`src/rtl/dsq_issuer.sv`:
```
// dsq_issuer: PCPI initiator streaming packed pixel-pair words into the dsq
// coprocessor and accumulating the returned distance-squared running sum.
//
// Ports:
//   clk, resetn           clock, async active-low reset
//   start, len            job request (IDLE only) and word count
//   in_valid/in_data/in_ready   stream of {x1, x1_d, x2, x2_d} words
//   pcpi_valid/instr/rs1/rs2    request to dsq (rs2 = running sum)
//   pcpi_ready/wait/rd/wr       response from dsq
//   busy, done, result, err     job status; result/err presented with done
//
// Optional: define DSQ_TIMEOUT_EN to abandon a job whose ISSUE phase sees no
// pcpi_ready for TIMEOUT_CYCLES cycles while pcpi_wait is low.

module dsq_issuer #(
    parameter logic [31:0] INSTR          = 32'h0200_000B,
    parameter int          LEN_W          = 16,
    parameter int          TIMEOUT_CYCLES = 64
) (
    input  logic             clk,
    input  logic             resetn,
    input  logic             start,
    input  logic [LEN_W-1:0] len,
    input  logic             in_valid,
    input  logic [31:0]      in_data,
    output logic             in_ready,
    output logic             pcpi_valid,
    output logic [31:0]      pcpi_instr,
    output logic [31:0]      pcpi_rs1,
    output logic [31:0]      pcpi_rs2,
    input  logic             pcpi_ready,
    input  logic             pcpi_wait,
    input  logic [31:0]      pcpi_rd,
    input  logic             pcpi_wr,
    output logic             busy,
    output logic             done,
    output logic [31:0]      result,
    output logic             err
);

    typedef enum logic [1:0] {
        S_IDLE,
        S_FETCH,
        S_ISSUE,
        S_DONE
    } state_t;

    state_t           state;
    logic [LEN_W-1:0] remaining;
    logic [31:0]      acc;
    logic             err_q;

`ifdef DSQ_TIMEOUT_EN
    localparam int TW = (TIMEOUT_CYCLES > 1) ? $clog2(TIMEOUT_CYCLES + 1) : 1;
    logic [TW-1:0] tcnt;
`else
    logic unused_wait;
    assign unused_wait = pcpi_wait;
`endif

    assign pcpi_instr = INSTR;
    assign in_ready   = (state == S_FETCH);

    always_ff @(posedge clk or negedge resetn) begin
        if (!resetn) begin
            state      <= S_IDLE;
            remaining  <= '0;
            acc        <= '0;
            err_q      <= 1'b0;
            pcpi_valid <= 1'b0;
            pcpi_rs1   <= '0;
            pcpi_rs2   <= '0;
            busy       <= 1'b0;
            done       <= 1'b0;
            result     <= '0;
            err        <= 1'b0;
`ifdef DSQ_TIMEOUT_EN
            tcnt       <= '0;
`endif
        end else begin
            done <= 1'b0;
            unique case (state)
                S_IDLE: begin
                    if (start) begin
                        acc   <= '0;
                        err_q <= 1'b0;
                        err   <= 1'b0;
                        busy  <= 1'b1;
                        if (len != '0) begin
                            remaining <= len;
                            state     <= S_FETCH;
                        end else begin
                            state <= S_DONE;
                        end
                    end
                end
                S_FETCH: begin
                    if (in_valid) begin
                        pcpi_rs1   <= in_data;
                        pcpi_rs2   <= acc;
                        pcpi_valid <= 1'b1;
`ifdef DSQ_TIMEOUT_EN
                        tcnt       <= '0;
`endif
                        state      <= S_ISSUE;
                    end
                end
                S_ISSUE: begin
                    if (pcpi_ready) begin
                        // A response without write-back is an anomaly: keep
                        // the sum, flag the job.
                        if (pcpi_wr) begin
                            acc <= pcpi_rd;
                        end else begin
                            err_q <= 1'b1;
                        end
                        pcpi_valid <= 1'b0;
                        remaining  <= remaining - LEN_W'(1);
                        state      <= (remaining == LEN_W'(1)) ? S_DONE : S_FETCH;
                    end
`ifdef DSQ_TIMEOUT_EN
                    else if (tcnt == TW'(TIMEOUT_CYCLES - 1)) begin
                        // Saturated: a busy responder keeps the job alive,
                        // an idle one gets abandoned.
                        if (!pcpi_wait) begin
                            pcpi_valid <= 1'b0;
                            err_q      <= 1'b1;
                            state      <= S_DONE;
                        end
                    end else begin
                        tcnt <= tcnt + TW'(1);
                    end
`endif
                end
                S_DONE: begin
                    done   <= 1'b1;
                    result <= acc;
                    err    <= err_q;
                    busy   <= 1'b0;
                    state  <= S_IDLE;
                end
            endcase
        end
    end

endmodule

```
`config.mk`:
```
export PLATFORM = sky130hd
export DESIGN_NAME = dsq_issuer
export DESIGN_NICKNAME = d
export VERILOG_FILES = /design/src/rtl/dsq_issuer.sv
export SDC_FILE = /design/constraint.sdc
export NUM_CORES = 1
export LEC_CHECK = 0
export CORE_MARGIN = 1
export CORE_UTILIZATION = 45
export CTS_CLUSTER_DIAMETER = 200
export CTS_CLUSTER_SIZE = 10
export DETAILED_ROUTE_END_ITERATION = 8
export GPL_TIMING_DRIVEN = 0
export HOLD_SLACK_MARGIN = 0.08
export PLACE_DENSITY = 0.85
export SETUP_SLACK_MARGIN = 0.3
export SLEW_MARGIN = 25
export SYNTH_ARGS = -nofsm -noshare
export SYNTH_HDL_FRONTEND = slang
export SYNTH_SLANG_ARGS = --single-unit
```
`constraint.sdc`:
```
create_clock -name clk -period 3.6 [get_ports clk]
set_clock_uncertainty 0.15 [all_clocks]
set_input_delay 0.36 -clock clk [delete_from_list [all_inputs] [get_ports clk]]
set_output_delay 0.36 -clock clk [all_outputs]
set_load 0.02 [all_outputs]
```
* Yosys cells after proc, flatten, opt, wreduce, memory -nomap -nowiden *
Cells that the tools add are included.
W data, S select, Z words.

operators by class
  muxes and demuxes = 25
  $add $sub $neg = 1
  eq/ne operators = 10
  reductions and logical operators = 12

operators with widths
  operator                 count
  $mux W32                 3
  $pmux W32 S2             1
  $mux W16                 3
  $pmux W16 S2             1
  $eq A16 B1 Y1 const B    1
  $reduce_bool A16 Y1      1
  $sub A16 B1 Y16 const B  1
  $ne A2 B2 Y1 const B     6
  $reduce_and A4 Y1        3
  $mux W2                  5
  $pmux W1 S2              4
  $pmux W2 S4              1
  $mux W1                  7
  $reduce_and A3 Y1        2
  $reduce_bool A2 Y1       3
  $eq A2 B2 Y1 const B     2
  $reduce_and A2 Y1        2
  $eq A2 B1 Y1 const B     1
  $logic_not A2 Y1         1

storage, ports and cells
  bits of input ports = 87
  bits in registers = 151
  output and inout bits = 133
  word-level logic and storage cells = 59

* Logic depth before layout (Yosys ltp) *
  depth after elaboration = 4
  gate-level depth with buffers = 7
  mapped depth without buffers = 7

* Least setup slack after synthesis *
Ideal clock, no wire load.

  path kind = register -> register
  start point = reg state[1]
  end point = reg pcpi_rs1[0]
  setup slack = 1606 ps
  arrival time = 1719 ps
  stages on the path, launching flop included = 7
  clock period less this slack = 1994 ps
  buffers on the path = 3
  library setup time = 125 ps
  required time = 3325 ps
  cell sequence = dfrtp_1 > buf_2 > nor2b_1 > nand2_1 > clkbuf_1 > buf_2 > mux2_2

on the way
  longest elaborated chain between the ends = 2

ends and longest elaborated chain
  element                      line  source
  start, declared              48    state_t state;
  start signal, assigned       119   state <= (remaining == LEN_W'(1)) ? S_DONE : S_FETCH;
  $eq A2 B1 Y1                 -
  net in_ready                 26    output logic in_ready,
  $reduce_and A2 Y1 (no line)  -
  end signal, assigned         99    pcpi_rs1 <= in_data;
  end, declared                29    output logic [31:0] pcpi_rs1,

The timed path passes the listed nets, and every way through them passes these cells.
A chain may end at the register's enable or synchronous reset.

* Final worst setup path *
  start point = reg remaining[0]
  end point = reg remaining[10]

on the way
  longest elaborated chain between the ends = 3

ends and longest elaborated chain
  element                 line  source
  start, declared         49    logic [LEN_W-1:0] remaining;
  start signal, assigned  90    remaining <= len;
  start signal, assigned  118   remaining <= remaining - LEN_W'(1);
  $sub A16 B1 Y16         118
  $mux W16                109   if (pcpi_ready) begin
  $pmux W16 S2            82    unique case (state)

No other way between the ends. The select of a mux whose other input is x is not followed.

==> PnR_summary.wiki <==
{| class="wikitable"
! Metric !! Value
|-
| Run status || complete, no violations
|-
| Ratio of routed vias to standard cells || 5.01
|-
| Total of max-cap violations || 0
|-
| HPWL after detailed placement || 11000 um
|-
| Remaining max-slew budget at the tightest pin || 55.8%
|-
| Count of flip-flops with a built-in enable after synthesis || 0
|-
| Fmax || 418 MHz
|-
| Pin count of the biggest net entering global routing || 85
|-
| Clk buf depth || 2
|-
| Final antenna diode count || 0
|-
| GRT Resource Usage Total || 22.0%
|-
| Final routed wire length divided by cell count || ~16 um
|-
| Total power divided by cell area || roughly 870 mW/mm2
|-
| Relative contribution of sequential cells to total power || 35.7%
|-
| Wire length of the first global-routing pass || about 25000 um
|-
| Primary FF master, synth || sky130_fd_sc_hd__dfrtp_1
|-
| Synth async-reset ratio || 100%
|-
| Synthesized area || 0.00643 mm2
|-
| Flops & latches, synth || 151
|-
| Switch share || 36.6%
|-
| Reported net switching power || around 3 mW
|-
| Maximum level of the CTS H-tree || 4
|-
| Worst slew pin tran || about 0.66 ns
|-
| Highest ir drop seen on vdd || 473 uV
|-
| Source-to-sink clock delay at the later pin of the worst-skew pair || roughly 0.42 ns
|-
| RSZ-0062 raised after global routing || false
|-
| Clock network fraction of total power || 21.5%
|-
| Cells on Worst Hold Path || 3
|-
| Register area share after synthesis || 58.8%
|-
| Clock-pin slew on the worst setup and hold paths || 0.06 ns
|-
| Number of pins with negative max-slew slack in the final report || 0
|-
| Initial antenna violation count || 0
|-
| Post-detailed-route DRC marker count || 0
|-
| Synth warnings || 0
|-
| Cell Count, Final, Fillers Out || ~980
|-
| Clock root cell || sky130_fd_sc_hd__clkbuf_16
|-
| Leakage || 4.34 nW
|-
| Worst EP arrival || 2.56 ns
|-
| I/O Buffers || 186
|-
| Initial core utilization || between 40% and 50%
|-
| Type of destination of the critical path || flip-flop
|-
| Final worst path period share || 66.4%
|-
| Area added between synthesis and finish || 43.9%
|-
| Post-synthesis cell type count || 39
|-
| Chip Height || 122 um
|-
| Total overflow reported by the global router || 0
|-
| Weighted congestion reported at the end of routability-driven placement || ~0.85
|-
| Time the final worst path needs with I/O delays and setup || between 2 and 2.5 ns
|-
| Drt first pass iters || 4
|-
| # rows || 43
|-
| Sinks on the clock net || 151
|-
| Type of the worst setup path || reg2reg
|-
| Count of cells along the worst register-to-register path || 7
|-
| Post-layout nets || 873
|-
| Startpoint kind of the worst setup timing path || flip-flop
|-
| Combinational group share of total power || between 40% and 50%
|-
| ANT nets after route || 0
|-
| Worst-path fanout max || 6
|-
| Ports || 220
|-
| Clock tree from TritonCTS || yes
|-
| Most common cell after layout, fill and taps aside || sky130_fd_sc_hd__clkdlybuf4s50_1
|-
| Die Width || 122 um
|-
| Fraction of final layout cells sized beyond drive strength 1 || 22.6%
|-
| Highest-count cells in the layout ignoring fill and taps || sky130_fd_sc_hd__clkdlybuf4s50_1 (185), sky130_fd_sc_hd__dfrtp_1 (151), sky130_fd_sc_hd__mux2_2 (96), sky130_fd_sc_hd__nand2_1 (77), sky130_fd_sc_hd__nand3_1 (33)
|-
| Num CTS Buffers || 17
|-
| Internal power summed over all cells || between 5 and 6 mW
|-
| Worst min path class || in2reg
|-
| Count of vias placed by the detailed router || just under 5000
|-
| Number of global-route vias before repair || 4804
|-
| Cell count after synthesis || 547
|-
| Setup-violating endpoint count in the final report || 0
|-
| Total core area || 0.0139 mm2
|-
| Count of routing violations after the opening detailed-route iteration || 317
|-
| Setup Total Neg Slack || 0 ns
|-
| Count of final hold-check violations || 0
|-
| Area of the die || 0.0148 mm2
|-
| Average size of a mapped cell || 11.8 um2
|-
| CP required || 3.76 ns
|-
| Total wirelength of the detailed-routed design || 15500 um
|-
| Number of placed instances, taps included || 944
|}
-- per-stage QoR --
step	hold WS, ns	utilization [%]	setup slack (ns)	area [um2]	power, mW
final	0.330	66.4	1.21	9250	8.04
after detailed placement	0.202	62.2	0.835	8660	6.35
after CTS	0.321	66.4	1.24	9250	8.11
after floorplan	-0.0856	-	1.61	6540	4.72
after global placement	0.308	61.9	-4.01	8630	6.25
after global routing	0.334	66.4	0.984	9250	8.49
-- sequential cells by signal, indices dropped and copies added, names as in the netlist --
register and cells:
err_q 1, done 1, result 32, pcpi_rs2 32
busy 1, pcpi_valid 1, remaining 16, acc 32
state 2, err 1, pcpi_rs1 32
-- area by class of cell --
class / instances / area [um2]
Fill cell: 1055 / 4680
Sequential cell: 151 / 3780
Multi-Input combinational cell: 357 / 2370
Timing Repair Buffer: 188 / 1900
Clock buffer: 18 / 439
Buffer: 63 / 368
Tap cell: 180 / 225
Clock inverter: 14 / 139
Inverter: 6 / 22.5
-- power by group through the flow --
stage | clock network [mW] | logic (mW) | registers, mW
2_1_floorplan | 0 | 1.27 | 3.45
3_3_place_gp | 0 | 3.40 | 2.85
3_5_place_dp | 0 | 3.45 | 2.90
4_1_cts | 1.76 | 3.47 | 2.88
5_1_grt | 1.83 | 3.69 | 2.97
6_report | 1.73 | 3.44 | 2.87
-- routing by layer --
| metal | GRT usage (%) | routed length [um] | vias to the layer above |
|---|---|---|---|
| li1 | - | - | 2301 |
| met1 | 27.1 | 6500 | 2373 |
| met2 | 36.6 | 7620 | 202 |
| met3 | 5.90 | 1080 | 22 |
| met4 | 9.10 | 308 | 0 |
| met5 | 0 | 0 | - |
-- cell usage after synthesis (2+ instances only) --
cell	count	area, um2
sky130_fd_sc_hd__mux2_2	96	1080
sky130_fd_sc_hd__nand3_1	33	165
sky130_fd_sc_hd__o21ai_0	23	115
sky130_fd_sc_hd__nor2_1	24	90.1
sky130_fd_sc_hd__ha_1	2	25.0
sky130_fd_sc_hd__nand2_1	77	289
sky130_fd_sc_hd__nor2b_1	3	18.8
sky130_fd_sc_hd__a31oi_1	2	12.5
sky130_fd_sc_hd__o21ba_2	2	20.0
sky130_fd_sc_hd__buf_2	9	45.0
sky130_fd_sc_hd__clkbuf_1	19	71.3
sky130_fd_sc_hd__a22oi_1	2	15.0
sky130_fd_sc_hd__or4_4	2	22.5
sky130_fd_sc_hd__nor3b_1	4	30.0
sky130_fd_sc_hd__a21oi_1	16	80.1
sky130_fd_sc_hd__nor4_1	6	37.5
sky130_fd_sc_hd__nor4_2	2	25.0
sky130_fd_sc_hd__o22ai_1	4	25.0
sky130_fd_sc_hd__nor3_1	5	25.0
sky130_fd_sc_hd__nand2b_1	2	12.5
sky130_fd_sc_hd__o22a_1	4	35.0
sky130_fd_sc_hd__o21ai_1	2	10.0
sky130_fd_sc_hd__buf_1	3	11.3
sky130_fd_sc_hd__conb_1	2	7.51
sky130_fd_sc_hd__inv_1	6	22.5
sky130_fd_sc_hd__dfrtp_1	151	3780
sky130_fd_sc_hd__or3_4	2	22.5
sky130_fd_sc_hd__o21a_1	2	15.0
sky130_fd_sc_hd__buf_4	32	240
-- critical path, stage by stage (launching register included) --
cell                      delay, ns
sky130_fd_sc_hd__dfrtp_1       0.40
sky130_fd_sc_hd__inv_1         0.10
sky130_fd_sc_hd__ha_1          0.20
sky130_fd_sc_hd__nor3b_1       0.53
sky130_fd_sc_hd__nand2_1       0.29
sky130_fd_sc_hd__nor3_1        0.29
sky130_fd_sc_hd__a31oi_1       0.13
sky130_fd_sc_hd__o22a_1        0.20
-- worst paths after layout --
path,startpoint,end,slack [ns]
max,remaining[0],remaining[10],1.21
min,pcpi_rd[18],acc[18],0.33
max reg2reg,remaining[0],remaining[10],1.21
min reg2reg,acc[13],acc[13],0.34
max in group asynchronous,resetn,pcpi_rs1[21],2.19
min in group asynchronous,resetn,pcpi_rs1[0],0.34
-- cells by family (layout without fill, tap and decap cells) --
family	after synthesis	after routing	share of synthesized area, %
adders and majority gates	2	2	0.389
muxes	97	97	17.0
and+or+nand+nor	163	163	11.8
DFF	151	151	58.8
AOI/OAI and AO/OA	63	63	5.88
buffers and inverters	69	289	6.07
other	2	32	0.117
-- what timing repair did --
item	CTS	global route
gates resized for setup	0	0
hold buffers	1	0
hold endpoints to repair	67	0
buffers inserted	0	0
(Power assumes the default switching activity.)
